==> config.mk <==
export PLATFORM = sky130hd
export DESIGN_NAME = ammo_launcher
export DESIGN_NICKNAME = d
export VERILOG_FILES = /design/src/rtl/ammo_launcher.sv
export SDC_FILE = /design/constraint.sdc
export NUM_CORES = 1
export LEC_CHECK = 0
export CORE_MARGIN = 3
export CORE_UTILIZATION = 42
export DETAILED_ROUTE_END_ITERATION = 6
export HOLD_SLACK_MARGIN = 0.03
export PLACE_DENSITY = 0.76
export SYNTH_ARGS = -nofsm -noshare
export SYNTH_HDL_FRONTEND = slang
export SYNTH_SLANG_ARGS = --single-unit
export TNS_END_PERCENT = 20
==> constraint.sdc <==
create_clock -name frame_clk -period 3.7 [get_ports frame_clk]
set_clock_uncertainty 0.2 [all_clocks]
set_input_delay 0.74 -clock frame_clk [delete_from_list [all_inputs] [get_ports frame_clk]]
set_output_delay 0.74 -clock frame_clk [all_outputs]
set_load 0.1 [all_outputs]
==> src/rtl/ammo_launcher.sv <==
// Single-projectile launcher: fire-edge launch from the ship, per-frame ascent, hit/top retire, cooldown, hit score.
// Optional magazine with timed reload is enabled by defining AMMO_MAG_EN.
module ammo_launcher #(
  parameter int unsigned AMMO_SIZE     = 4,
  parameter int unsigned AMMO_STEP     = 6,
  parameter int unsigned Y_TOP         = 3,
  parameter int unsigned PARK_X        = 700,
  parameter int unsigned COOLDOWN      = 8,
`ifdef AMMO_MAG_EN
  parameter int unsigned RELOAD_FRAMES = 60,
`endif
  parameter int unsigned MAG_SIZE      = 3
) (
  input  logic       frame_clk,
  input  logic       Reset_n,
  input  logic       fire,
  input  logic [9:0] ship_x,
  input  logic [9:0] ship_y,
  input  logic       bullet_hit,
  output logic [9:0] ball_ammo_x,
  output logic [9:0] ball_ammo_y,
  output logic [9:0] ball_ammo_size,
  output logic       ammo_active,
  output logic [7:0] hit_count,
  output logic [2:0] ammo_left
);

  localparam int unsigned CW = $clog2(COOLDOWN + 1);

  localparam logic [9:0]    TOP_V   = 10'(Y_TOP);
  localparam logic [9:0]    LIMIT_V = 10'(Y_TOP + AMMO_STEP);
  localparam logic [9:0]    STEP_V  = 10'(AMMO_STEP);
  localparam logic [9:0]    PARK_V  = 10'(PARK_X);
  localparam logic [9:0]    SIZE_V  = 10'(AMMO_SIZE);
  localparam logic [2:0]    MAG_V   = 3'(MAG_SIZE);
  localparam logic [CW-1:0] CD_LOAD = CW'(COOLDOWN - 1);

  typedef enum logic [1:0] {
    S_IDLE,
    S_FLIGHT,
    S_COOL
  } state_t;

  state_t        r_state, w_state_nxt;
  logic          r_fire_q;
  logic [9:0]    r_x, w_x_nxt;
  logic [9:0]    r_y, w_y_nxt;
  logic          r_active, w_active_nxt;
  logic [7:0]    r_hits, w_hits_nxt;
  logic [CW-1:0] r_cd, w_cd_nxt;
  logic          w_fire_edge;
  logic          w_launch_ok;

`ifdef AMMO_MAG_EN
  localparam int unsigned RW = $clog2(RELOAD_FRAMES + 1);
  localparam logic [RW-1:0] RL_LOAD = RW'(RELOAD_FRAMES - 1);

  logic [2:0]    r_ammo, w_ammo_nxt;
  logic [RW-1:0] r_reload, w_reload_nxt;
  logic          r_reloading, w_reloading_nxt;
  logic          w_retire;

  assign w_launch_ok = (r_ammo != '0);
  assign ammo_left   = r_ammo;
`else
  assign w_launch_ok = 1'b1;
  assign ammo_left   = MAG_V;
`endif

  assign w_fire_edge = fire & ~r_fire_q;

  always_comb begin
    w_state_nxt  = r_state;
    w_x_nxt      = r_x;
    w_y_nxt      = r_y;
    w_active_nxt = r_active;
    w_hits_nxt   = r_hits;
    w_cd_nxt     = r_cd;
`ifdef AMMO_MAG_EN
    w_ammo_nxt      = r_ammo;
    w_reload_nxt    = r_reload;
    w_reloading_nxt = r_reloading;
    w_retire        = 1'b0;
`endif
    case (r_state)
      S_IDLE: begin
        if (w_fire_edge && (ship_y >= TOP_V) && w_launch_ok) begin
          w_state_nxt  = S_FLIGHT;
          w_x_nxt      = ship_x;
          w_y_nxt      = ship_y;
          w_active_nxt = 1'b1;
`ifdef AMMO_MAG_EN
          w_ammo_nxt   = r_ammo - 3'd1;
`endif
        end
      end
      S_FLIGHT: begin
        // Hit outranks top-out; the compare also keeps the subtraction from wrapping.
        if (bullet_hit || (r_y < LIMIT_V)) begin
          if (bullet_hit) begin
            w_hits_nxt = (r_hits == 8'hFF) ? r_hits : r_hits + 8'd1;
          end
          w_state_nxt  = S_COOL;
          w_x_nxt      = PARK_V;
          w_y_nxt      = '0;
          w_active_nxt = 1'b0;
          w_cd_nxt     = CD_LOAD;
`ifdef AMMO_MAG_EN
          w_retire     = 1'b1;
`endif
        end else begin
          w_y_nxt = r_y - STEP_V;
        end
      end
      S_COOL: begin
        if (r_cd == '0) begin
          w_state_nxt = S_IDLE;
        end else begin
          w_cd_nxt = r_cd - 1'b1;
        end
      end
      default: begin
        w_state_nxt  = S_IDLE;
        w_x_nxt      = PARK_V;
        w_y_nxt      = '0;
        w_active_nxt = 1'b0;
      end
    endcase
`ifdef AMMO_MAG_EN
    // Reload timer starts when the last round retires and runs alongside cooldown.
    if (r_reloading) begin
      if (r_reload == '0) begin
        w_ammo_nxt      = MAG_V;
        w_reloading_nxt = 1'b0;
      end else begin
        w_reload_nxt = r_reload - 1'b1;
      end
    end else if (w_retire && (r_ammo == '0)) begin
      w_reloading_nxt = 1'b1;
      w_reload_nxt    = RL_LOAD;
    end
`endif
  end

  always_ff @(posedge frame_clk) begin
    if (!Reset_n) begin
      r_state  <= S_IDLE;
      r_fire_q <= 1'b0;
      r_x      <= PARK_V;
      r_y      <= '0;
      r_active <= 1'b0;
      r_hits   <= '0;
      r_cd     <= '0;
`ifdef AMMO_MAG_EN
      r_ammo      <= MAG_V;
      r_reload    <= '0;
      r_reloading <= 1'b0;
`endif
    end else begin
      r_state  <= w_state_nxt;
      r_fire_q <= fire;
      r_x      <= w_x_nxt;
      r_y      <= w_y_nxt;
      r_active <= w_active_nxt;
      r_hits   <= w_hits_nxt;
      r_cd     <= w_cd_nxt;
`ifdef AMMO_MAG_EN
      r_ammo      <= w_ammo_nxt;
      r_reload    <= w_reload_nxt;
      r_reloading <= w_reloading_nxt;
`endif
    end
  end

  assign ball_ammo_x    = r_x;
  assign ball_ammo_y    = r_y;
  assign ball_ammo_size = SIZE_V;
  assign ammo_active    = r_active;
  assign hit_count      = r_hits;

endmodule

==> results list, run 1 <==
* Outcome: complete, no violations
- The final number of hold-violating endpoints came to 0.
* Half-perimeter wire length after placement: 3.380 mm
- Antenna Cells: 0
- Arrival time of data at the critical path endpoint: 2.82 ns
* Post-detailed-placement cell area: 2291 µm²
* Placeable core region: 4086 µm²
* Routed vias: 1596
* Final nets: 279
- Number of clock sinks: 36
- Share of synthesized area spent on multiplexers: 0.01661
* Cell Chain, Critical Path: clkdlybuf4s50_1 -> or4_1 -> o311ai_2 -> a21oi_1 -> o22a_1
- Setup violations remaining at the end of the flow were counted as 0.
- The floorplan has 23 rows.
- Cell count along the critical path: 5
- Synthesis inferred 36 register bits.
- The area growth from synthesis to layout is 31.70%.
* Leading cell types in the layout, fill and taps excluded: 37 x sky130_fd_sc_hd__clkdlybuf4s50_1, 36 x sky130_fd_sc_hd__dfxtp_1, 18 x sky130_fd_sc_hd__buf_4
- Crit path required time: 3.68 ns
* CTS clock-pin slew for the worst setup and hold paths: 0.07 ns
* Kind of cell adding the most delay to the critical path: compound AO/OA/AOI/OAI gates
- Of the total synthesized cell area, the portion taken by full adders, half adders and majority gates is 0.02076.
* Number of antenna violations at the first check in global routing: 0
* Proportion of register bits with asynchronous set or reset after synthesis: 0
- Post-Synth Simple-Gate Area: 0.1779
- Shortest period the worst path allows: 2.841 ns
* Number of buffers added by the clock tree synthesis step: 5
* Max-cap violation count: 0
* EDFF count, synth: 0
- Xor and xnor area share after synthesis: 0.02422
- Global placer's final weighted congestion: 0.7931
* Largest fanout on the critical path: 12
* Max Clock Freq: 0.3519 GHz
- IR Drop Worst-Case VDD: 0.2403 mV
* Via count of the first global-routing pass: 1507
- Setup repair after global routing left no endpoint under its margin.
* Synth Flop Type: sky130_fd_sc_hd__dfxtp_1
* Starting Density: 0.4424
- Critical Setup Path Class: in -> reg
- The cell sitting at the root of the clock tree is a sky130_fd_sc_hd__clkbuf_8.
- Dividing the final minimum period by the clock period gives 0.7680.
- The longest clock path from root to sink contains 2 buffers.
* Complex-gate fraction of the synthesized area: 0.2567
- In the final timing run, aggregate negative setup slack is 0 ns.
- Counting distinct cell types in the post-synthesis netlist gives 53.
* Post-route cell area: 2381 µm²
- Instance count along the most critical hold path: 2
- Number of warnings reported in the yosys synthesis log: 0
* DR vias/cell: 5.267
- After layout, the worst setup slack is 0.8585 ns.
- After clock tree synthesis, the setup repair step added 0 buffers.
* GRT Util Overall: 0.1736
* H-tree depth: 2
* Cts-stage hold buffer count: 0
- Hold crit path type: reg -> reg
- OpenSTA, run right after detailed placement, puts the worst setup slack at 0.5872 ns.
* Boundary Pins: 66
- Overflow left after global routing: 0
- Slew Limit Headroom: 0.3410
* Number of remaining DRC errors: 0
- Leakage power: 0.9846 nW
- STA classifies the critical path startpoint as an input port.
- Total Die Area: 5128 µm²
- Power spread over the standard cell area amounts to 457.6 nW/µm².
* DRC marker count from the first detailed-route iteration: 87
- At the pin with the least slew margin, the transition time is 0.9855 ns.
- The number of max-slew violations in the final report is 0.
- For this run, the slowest stage of the critical path takes 0.60 ns.
- In this run the tool buffered the top-level ports with 52 buffer cells.
- The die is 71.61 µm tall.
- The share of the Yosys chip area taken by registers is 0.3986.
* Total buffers and inverters traversed by the critical path: 1
* Proportion of layout cells with a drive suffix above 1: 0.1107
- Antenna Nets Post-Route: 0
- Routed wire length: 4.291 mm
- The later pin in the worst-skew pair is clocked with a latency of 0.28 ns.
- In this run the horizontal extent of the chip is 71.61 µm.
- Cells after synthesis: 197
* Cell area after technology mapping: 1808 µm²
- Maximum number of pins on one net before global-route repair: 13
- Routed WL per cell: 14.16 µm
- Number of search-and-repair iterations in the first detailed-routing pass: 4
- The first global-routing pass estimated 7.044 mm of wire.
- PostCTS Resize Cnt: 0
* Largest family of logic cells by synthesized area: compound AO/OA/AOI/OAI gates
* Mean area per synthesized cell: 9.178 µm²
- The slowest stage of the critical path is the sky130_fd_sc_hd__or4_1 cell.
- TritonCTS clock tree: built
- Leading cell type in the layout, fill and taps excluded: sky130_fd_sc_hd__clkdlybuf4s50_1
- Path depth of the worst reg2reg path: 5
* CP endpoint kind: flip-flop
[final cells by class]
class | instances | area [µm²]
clock buffers | 8 | 90.09
fillers | 388 | 1705
inverters | 15 | 56.30
multi-input cells | 139 | 945.9
flip-flops and latches | 36 | 720.7
well taps | 50 | 62.56
repair buffers | 55 | 505.5
[power breakdown]
group / total, mW / internal [mW] / switching [mW]
Sequential: 0.441 / 0.413 / 0.0283
Combinational: 0.367 / 0.0976 / 0.269
Clock: 0.281 / 0.152 / 0.129
[cell usage after synthesis, types with 3 or more instances]
cell type / n / area [µm²]
sky130_fd_sc_hd__xnor2_1: 3 / 26.28
sky130_fd_sc_hd__a211o_1: 3 / 26.28
sky130_fd_sc_hd__a21oi_1: 4 / 20.02
sky130_fd_sc_hd__dfxtp_1: 36 / 720.7
sky130_fd_sc_hd__buf_4: 13 / 97.59
sky130_fd_sc_hd__inv_1: 15 / 56.30
sky130_fd_sc_hd__ha_1: 3 / 37.54
sky130_fd_sc_hd__and3_1: 3 / 18.77
sky130_fd_sc_hd__o31a_1: 3 / 26.28
sky130_fd_sc_hd__mux2i_1: 3 / 30.03
sky130_fd_sc_hd__nand2_1: 10 / 37.54
sky130_fd_sc_hd__a32oi_1: 3 / 26.28
sky130_fd_sc_hd__o2bb2ai_1: 7 / 61.31
sky130_fd_sc_hd__o22a_1: 6 / 52.55
sky130_fd_sc_hd__or3_1: 4 / 25.02
sky130_fd_sc_hd__o21a_1: 3 / 22.52
sky130_fd_sc_hd__nand3_1: 4 / 20.02
sky130_fd_sc_hd__and2_1: 5 / 31.28
sky130_fd_sc_hd__a221o_1: 3 / 30.03
sky130_fd_sc_hd__o21ai_0: 3 / 15.01
sky130_fd_sc_hd__nor2_1: 13 / 48.80
sky130_fd_sc_hd__a21boi_0: 3 / 22.52
[stage by stage]
| stage | util | total power [mW] | instances | hold slack, ns |
|---|---|---|---|---|
| floorplan | - | 0.7402 | 208 | 0.2899 |
| global placement | 0.5606 | 0.8117 | 295 | 0.2354 |
| detailed placement | 0.5606 | 0.8162 | 295 | 0.2435 |
| CTS | 0.5827 | 1.095 | 303 | 0.2525 |
| global route | 0.5827 | 1.140 | 303 | 0.2802 |
| finish | 0.5827 | 1.090 | 303 | 0.2496 |
[worst min-delay path, cell delays in order (launching register included)]
cell and delay [ns]:
sky130_fd_sc_hd__dfxtp_1 0.31, sky130_fd_sc_hd__inv_1 0.05, sky130_fd_sc_hd__o2bb2ai_1 0.05
[cells by family after synthesis]
family	count (synthesis)
AOI/OAI and AO/OA	57
buffers and inverters	33
other	2
muxes	3
and+or+nand+nor	58
adders and majority gates	3
xor gates and xnor gates	5
DFF	36
[sequential cells by signal (all words and copies together) (netlist names)]
signal / count
ball_ammo_x: 10
ball_ammo_y: 10
hit_count: 8
r_cd: 4
r_state: 2
ammo_active: 1
r_fire_q: 1
[layer usage]
metal	vias to the layer above	wire length, µm	track usage
met1	731	1911	0.2235
met2	45	2105	0.2878
met4	0	69	0.06263
li1	813	-	-
met3	7	205	0.03506
met5	-	0	0
[worst paths after layout]
kind | startpoint | to | slack, ns
hold reg to reg | ball_ammo_x[1] | ball_ammo_x[1] | 0.25
setup / recovery | ship_y[3] | ball_ammo_x[2] | 0.86
setup reg to reg | ball_ammo_y[4] | ball_ammo_x[0] | 1.35
hold / removal | ball_ammo_x[1] | ball_ammo_x[1] | 0.25
(Power assumes the default switching activity.)
==> run 2, diff against run 1 <==
clock period = 2.8 ns   (was 3.7 ns; I/O delays follow)
==> run 2 against run 1 <==
Net effect: clock-buffer cell count unchanged; first-iteration DRC count down 21%; cell count is 1.3% higher; combinational power grew 31%; routed wire length shrank 0.86%; clock power up 31%; global-route usage down 0.49 points; die area is the same; register-to-register slack worse by 0.82 ns; power rose by 32%; sequential cell count is the same; sequential share of layout area increased by 0.064 points; critical path type unchanged.
==> results list, run 2 (synthesis gave the netlist of run 1 again) <==
* Outcome: complete, no violations
- CP endpoint kind: flip-flop
- Gates resized during post-CTS repair numbered 0.
* Final cycle utilization of the critical path: 0.8900
- Area taken by multi-input logic gates: 945.9 µm²
- Shortest period the worst path allows: 2.492 ns
- Routed wire length: 4.254 mm
* Hold crit path type: reg -> reg
- IR analysis of the VDD net gives a maximum drop of 0.3080 mV.
* DRC marker count from the first detailed-route iteration: 69
* Count of final setup violators: 0
- Path depth of the worst reg2reg path: 4
* Leading cell types in the layout, fill and taps excluded: 36 x sky130_fd_sc_hd__dfxtp_1, 36 x sky130_fd_sc_hd__buf_4, 23 x sky130_fd_sc_hd__clkdlybuf4s50_1
- The detail route stage leaves a number of antenna-violating nets equal to 0.
- For this design the top-level I/O count stands at 66.
- Post-CTS Repair Setup Buffers: 0
- Starting Density: 0.4424
- Cts-stage hold buffer count: 0
- Max-slew violations: 0
* Half-perimeter wire length after placement: 3.283 mm
* Number of clock sinks: 36
* Crit path required time: 2.78 ns
- Worst-Skew Late Latency: 0.28 ns
* Proportion of layout cells with a drive suffix above 1: 0.1790
* Final setup TNS: 0 ns
- Buffers from clock root to sink, at most: 2
- Summing all placed instances gives a cell area of 2286 µm².
- The final route contains 1646 vias.
* Launching element type of the critical path: input port
- The number of antenna diodes in the final layout is 0.
* Count of port buffers added during placement: 52
- Max-cap violation count: 0
* Number of buffers added by the clock tree synthesis step: 5
- Dividing the detail-routed via count by the number of cells gives 5.362.
- Number of hold violations in the final report: 0
- Max Clock Freq: 0.4013 GHz
- Number of search-and-repair iterations in the first detailed-routing pass: 4
- Of all nets on the critical path, the largest fanout is 12.
- Leakage power: 1.018 nW
- RSZ-0062 raised after global routing: no
- The tree is rooted in a sky130_fd_sc_hd__clkbuf_8.
* Wire length of the first global-routing pass: 6.913 mm
- Number of remaining DRC errors: 0
- Instance count along the most critical hold path: 2
* Global placer's final weighted congestion: 0.7786
- For this design the ratio of total power to cell area is 603.9 nW/µm².
* Total Die Area: 5128 µm²
* Height of the die: 71.61 µm
- Via count of the first global-routing pass: 1470
- The initial antenna violation count came to 0.
* TritonCTS clock tree: built
- For this run, the share of the core covered by cells in the final layout is 0.5814.
- The sequential cells in the finished layout cover a total of 720.7 µm².
- The critical path in this run is classified as in -> reg.
* Width of the die: 71.61 µm
* Layout fillers: 375
- The floorplan step defined a core boundary enclosing 4086 µm².
* Layout overhead on the synthesized area: 31.42%
- After detailed routing, the average wire length per cell comes to 13.86 µm.
- Maximum number of pins on one net before global-route repair: 13
- Slew Limit Headroom: 0.3900
- The finished cells cover 2376 µm².
* Overflow left after global routing: 0
* Arrival time of data at the critical path endpoint: 2.47 ns
- For the pin with the worst max-slew slack, the measured transition is 0.9150 ns.
- Final nets: 283
- GRT Util Overall: 0.1687
- The initialized floorplan defines 23 standard-cell rows.
* CTS clock-pin slew for the worst setup and hold paths: 0.07 ns
* H-tree depth: 2
-- run 2: final timing paths --
path	end	from	slack, ns
worst max register to register	ball_ammo_x[0]	ball_ammo_y[4]	0.53
worst min-delay path	ball_ammo_x[6]	ball_ammo_x[6]	0.25
worst max-delay path	ball_ammo_x[9]	ship_y[8]	0.31
worst min register to register	ball_ammo_x[6]	ball_ammo_x[6]	0.25
-- run 2: area by class of cell --
cell class,count,share of cell area
tap,50,0.02633
inverter,15,0.02370
timing repair buffer,59,0.2106
sequential,36,0.3033
multi-input combinational,139,0.3981
clock buffer,8,0.03791
-- run 2: per-layer routing --
layer	track usage	up-vias	share of wire
met5	0	-	0
met4	0.05428	0	0.012
met3	0.05330	6	0.054
met1	0.2202	786	0.44
met2	0.2653	39	0.49
li1	-	815	-
-- run 2: power by group --
group	internal, mW	switching, mW
clock network	0.200	0.168
logic	0.129	0.353
registers	0.546	0.0386
-- run 2: stage by stage --
| stage | hold slack, ns | worst slack, ns | instances | power (mW) |
|---|---|---|---|---|
| 6_report | 0.2496 | 0.3080 | 307 | 1.435 |
| 5_1_grt | 0.2778 | 0.1543 | 307 | 1.503 |
| 4_1_cts | 0.2522 | 0.3131 | 307 | 1.450 |
| 3_5_place_dp | 0.2418 | 0.004257 | 299 | 1.077 |
| 3_3_place_gp | 0.2350 | 0.05688 | 299 | 1.072 |
| 2_1_floorplan | 0.2899 | 0.2663 | 208 | 0.9781 |
-- run 2: worst max-delay path: stages --
cell and delay [ns]:
sky130_fd_sc_hd__clkdlybuf4s50_1 0.42, sky130_fd_sc_hd__or4_4 0.55, sky130_fd_sc_hd__o311ai_2 0.31, sky130_fd_sc_hd__a21oi_1 0.32
sky130_fd_sc_hd__o22a_1 0.30
==> run 3, diff against run 2 <==
CELL_PAD_IN_SITES_DETAIL_PLACEMENT = 1   (was default)
CELL_PAD_IN_SITES_GLOBAL_PLACEMENT = 2   (was default)
CORE_UTILIZATION = 25   (was 42)
PLACE_DENSITY = default   (was 0.76)
PLACE_DENSITY_LB_ADDON = 0.1   (was default)
SETUP_SLACK_MARGIN = 0.02   (was default)
==> run 3 against run 2 <==
Net effect: non-clock buffer count rose by 4; register-to-register slack better by 0.11 ns; routed wire length grew 20%; largest cell class unchanged; sequential share of layout area down 1.5 points; critical endpoint is now ball_ammo_y[6]; design area is 5.2% higher.
==> results list, run 3 (synthesis gave the netlist of run 1 again) <==
- The pre-antenna-repair detailed-routing pass consisted of 4 iterations.
- Post-CTS Repair Setup Buffers: 0
* Overflow left after global routing: 0
- In this run the worst path has a maximum fanout of 5.
* Power share of the sequential group: 0.369
- Counting along the longest clock path gives a buffer depth of 2.
- Leakage power: 1.057 nW
* RSZ-0062 raised after global routing: no
* Outcome: complete, no violations
* GRT Util Overall: 0.1232
- The multi-input combinational cells in the finished layout cover a total of 945.9 µm².
- Final cycle utilization of the critical path: 0.8927
* Crit path required time: 2.78 ns
* Power density over the cells: 633.6 nW/µm²
* Max-cap violation count: 0
* Half-perimeter wire length after placement: 4.103 mm
- The worst register-to-register path has a depth of 5.
- Routed wire length: 5.103 mm
- The total area inside the core boundary comes to 6907 µm².
- Counting instances, the worst hold path has a depth of 2.
* Sw Ratio: 0.3734
* Pre-CTS WS: -0.002960 ns
- After layout, the minimum clock period comes to 2.500 ns.
* Cell Int Power: 992.6 µW
- Kind of cell adding the most delay to the critical path: simple AND/OR/NAND/NOR gates
* Arrival time of data at the critical path endpoint: 2.48 ns
- Antenna Nets Post-Route: 0
* Boundary Pins: 66
* Number of hold violations in the final report: 0
- Relative contribution of the clock network to total power: 0.320
* Proportion of layout cells with a drive suffix above 1: 0.1992
- Measured on the finished design, the core utilization comes to 0.3620.
* Crit-path slowest cell: sky130_fd_sc_hd__or4_4
- Layout fillers: 852
* Total number of placement rows: 30
* Launching element type of the critical path: input port
- Antenna Cells: 0
* Wire length of the first global-routing pass: 8.245 mm
- Met1 capacity usage during global routing: 0.1575
- Cell count along the critical path: 5
- The min-delay analysis places its worst path in the category reg -> reg.
- Leading cell types in the layout, fill and taps excluded: 40 x sky130_fd_sc_hd__buf_4, 36 x sky130_fd_sc_hd__dfxtp_1, 23 x sky130_fd_sc_hd__clkdlybuf4s50_1
- Count of port buffers added during placement: 52
- TritonCTS clock tree: built
- Global placer's final weighted congestion: 0.7498
* Leading cell type in the layout, fill and taps excluded: sky130_fd_sc_hd__buf_4
* Clk root buf: sky130_fd_sc_hd__clkbuf_8
- In this run the horizontal extent of the chip is 91.04 µm.
* Fraction of met2 tracks used by global routing: 0.2011
- Net Sw Power: 591.4 µW
- Detailed routing inserted a total of 1626 vias.
- Routed WL per cell: 14.29 µm
- H-tree depth: 2
* IR Drop Worst-Case VDD: 0.1701 mV
- Max Clock Freq: 0.4001 GHz
- Count of final setup violators: 0
- The worst setup path is captured at a flip-flop.
- The share of total power dissipated in combinational logic is 0.311.
- The initial antenna violation count is 0.
- From bottom edge to top edge, the die measures 91.04 µm.
* Number of remaining DRC errors: 0
- Longest individual stage delay on the worst path: 0.55 ns
- CTS clock-pin slew for the worst setup and hold paths: 0.07 ns
- Layout overhead on the synthesized area: 38.27%
* Total buffers and inverters traversed by the critical path: 1
- Gates resized during post-CTS repair numbered 0.
- Maximum number of pins on one net before global-route repair: 13
- The die covers 8288 µm².
- The initial utilization of the core area, before any placement, comes to 0.2618.
- After the last flow step, the layout net total stands at 287.
- Cts-stage hold buffer count: 0
* Number of buffers added by the clock tree synthesis step: 5
- Final worst setup slack: 0.3004 ns
* DR vias/cell: 4.555
* Cell Chain, Critical Path: clkdlybuf4s50_1 -> or4_4 -> o31a_1 -> and3_1 -> a221o_1
- The layer flagged by global routing as most heavily used is met2.
* DRC marker count from the first detailed-route iteration: 37
- Max-slew violations: 0
- The worst setup path is of the in -> reg kind.
* Number of clock sinks: 36
- The via count of the first global-routing pass is 1603.
- Register Area: 720.7 µm²
* Worst-Skew Late Latency: 0.29 ns
* Met3 Usage GRT: 0.03231
==> run 3: cell count changes in the layout (fill, tap and decap cells not counted), sizes merged <==
cell    change
bufinv      +1
clkbuf      -1
buf         +4
==> run 3: worst paths after layout <==
kind | from | end | slack, ns
hold reg to reg | ball_ammo_x[8] | ball_ammo_x[8] | 0.25
setup / recovery | ship_y[8] | ball_ammo_y[6] | 0.30
hold / removal | ball_ammo_x[8] | ball_ammo_x[8] | 0.25
setup reg to reg | ball_ammo_y[1] | ball_ammo_y[9] | 0.64
==> run 3: layout make-up <==
cell class / instances / area share
clock buffer: 7 / 0.03854
clock inverter: 1 / 0.01201
inverter: 15 / 0.02252
multi-input combinational: 139 / 0.3784
sequential: 36 / 0.2883
tap: 96 / 0.04805
timing repair buffer: 63 / 0.2122
==> run 3: routing by layer <==
| layer | wire, µm | up-vias |
|---|---|---|
| li1 | - | 827 |
| met3 | 210 | 8 |
| met5 | 0 | - |
| met1 | 2397 | 761 |
| met2 | 2421 | 30 |
| met4 | 74 | 0 |
==> run 3: tightest hold or removal path: stages (launching register included) <==
cell	delay, ns
sky130_fd_sc_hd__dfxtp_1	0.31
sky130_fd_sc_hd__inv_1	0.05
sky130_fd_sc_hd__o2bb2ai_1	0.05
==> run 3: per-stage QoR <==
step / power (mW) / area [µm²] / cells / TNS (ns) / hold WS, ns
2_1_floorplan: 0.9781 / 1849 / 208 / 0 / 0.2899
3_3_place_gp: 1.093 / 2374 / 349 / 0 / 0.2372
3_5_place_dp: 1.093 / 2374 / 349 / -0.002960 / 0.2414
4_1_cts: 1.606 / 2500 / 357 / 0 / 0.2542
5_1_grt: 1.656 / 2500 / 357 / 0 / 0.2664
6_report: 1.584 / 2500 / 357 / 0 / 0.2468
==> run 3: power by group through the flow <==
stage	Sequential (mW)	Combinational [mW]	Clock, mW
floorplan	0.767	0.211	0
global route	0.592	0.521	0.543
finish	0.585	0.493	0.506
global placement	0.598	0.495	0
detailed placement	0.597	0.496	0
CTS	0.585	0.496	0.524
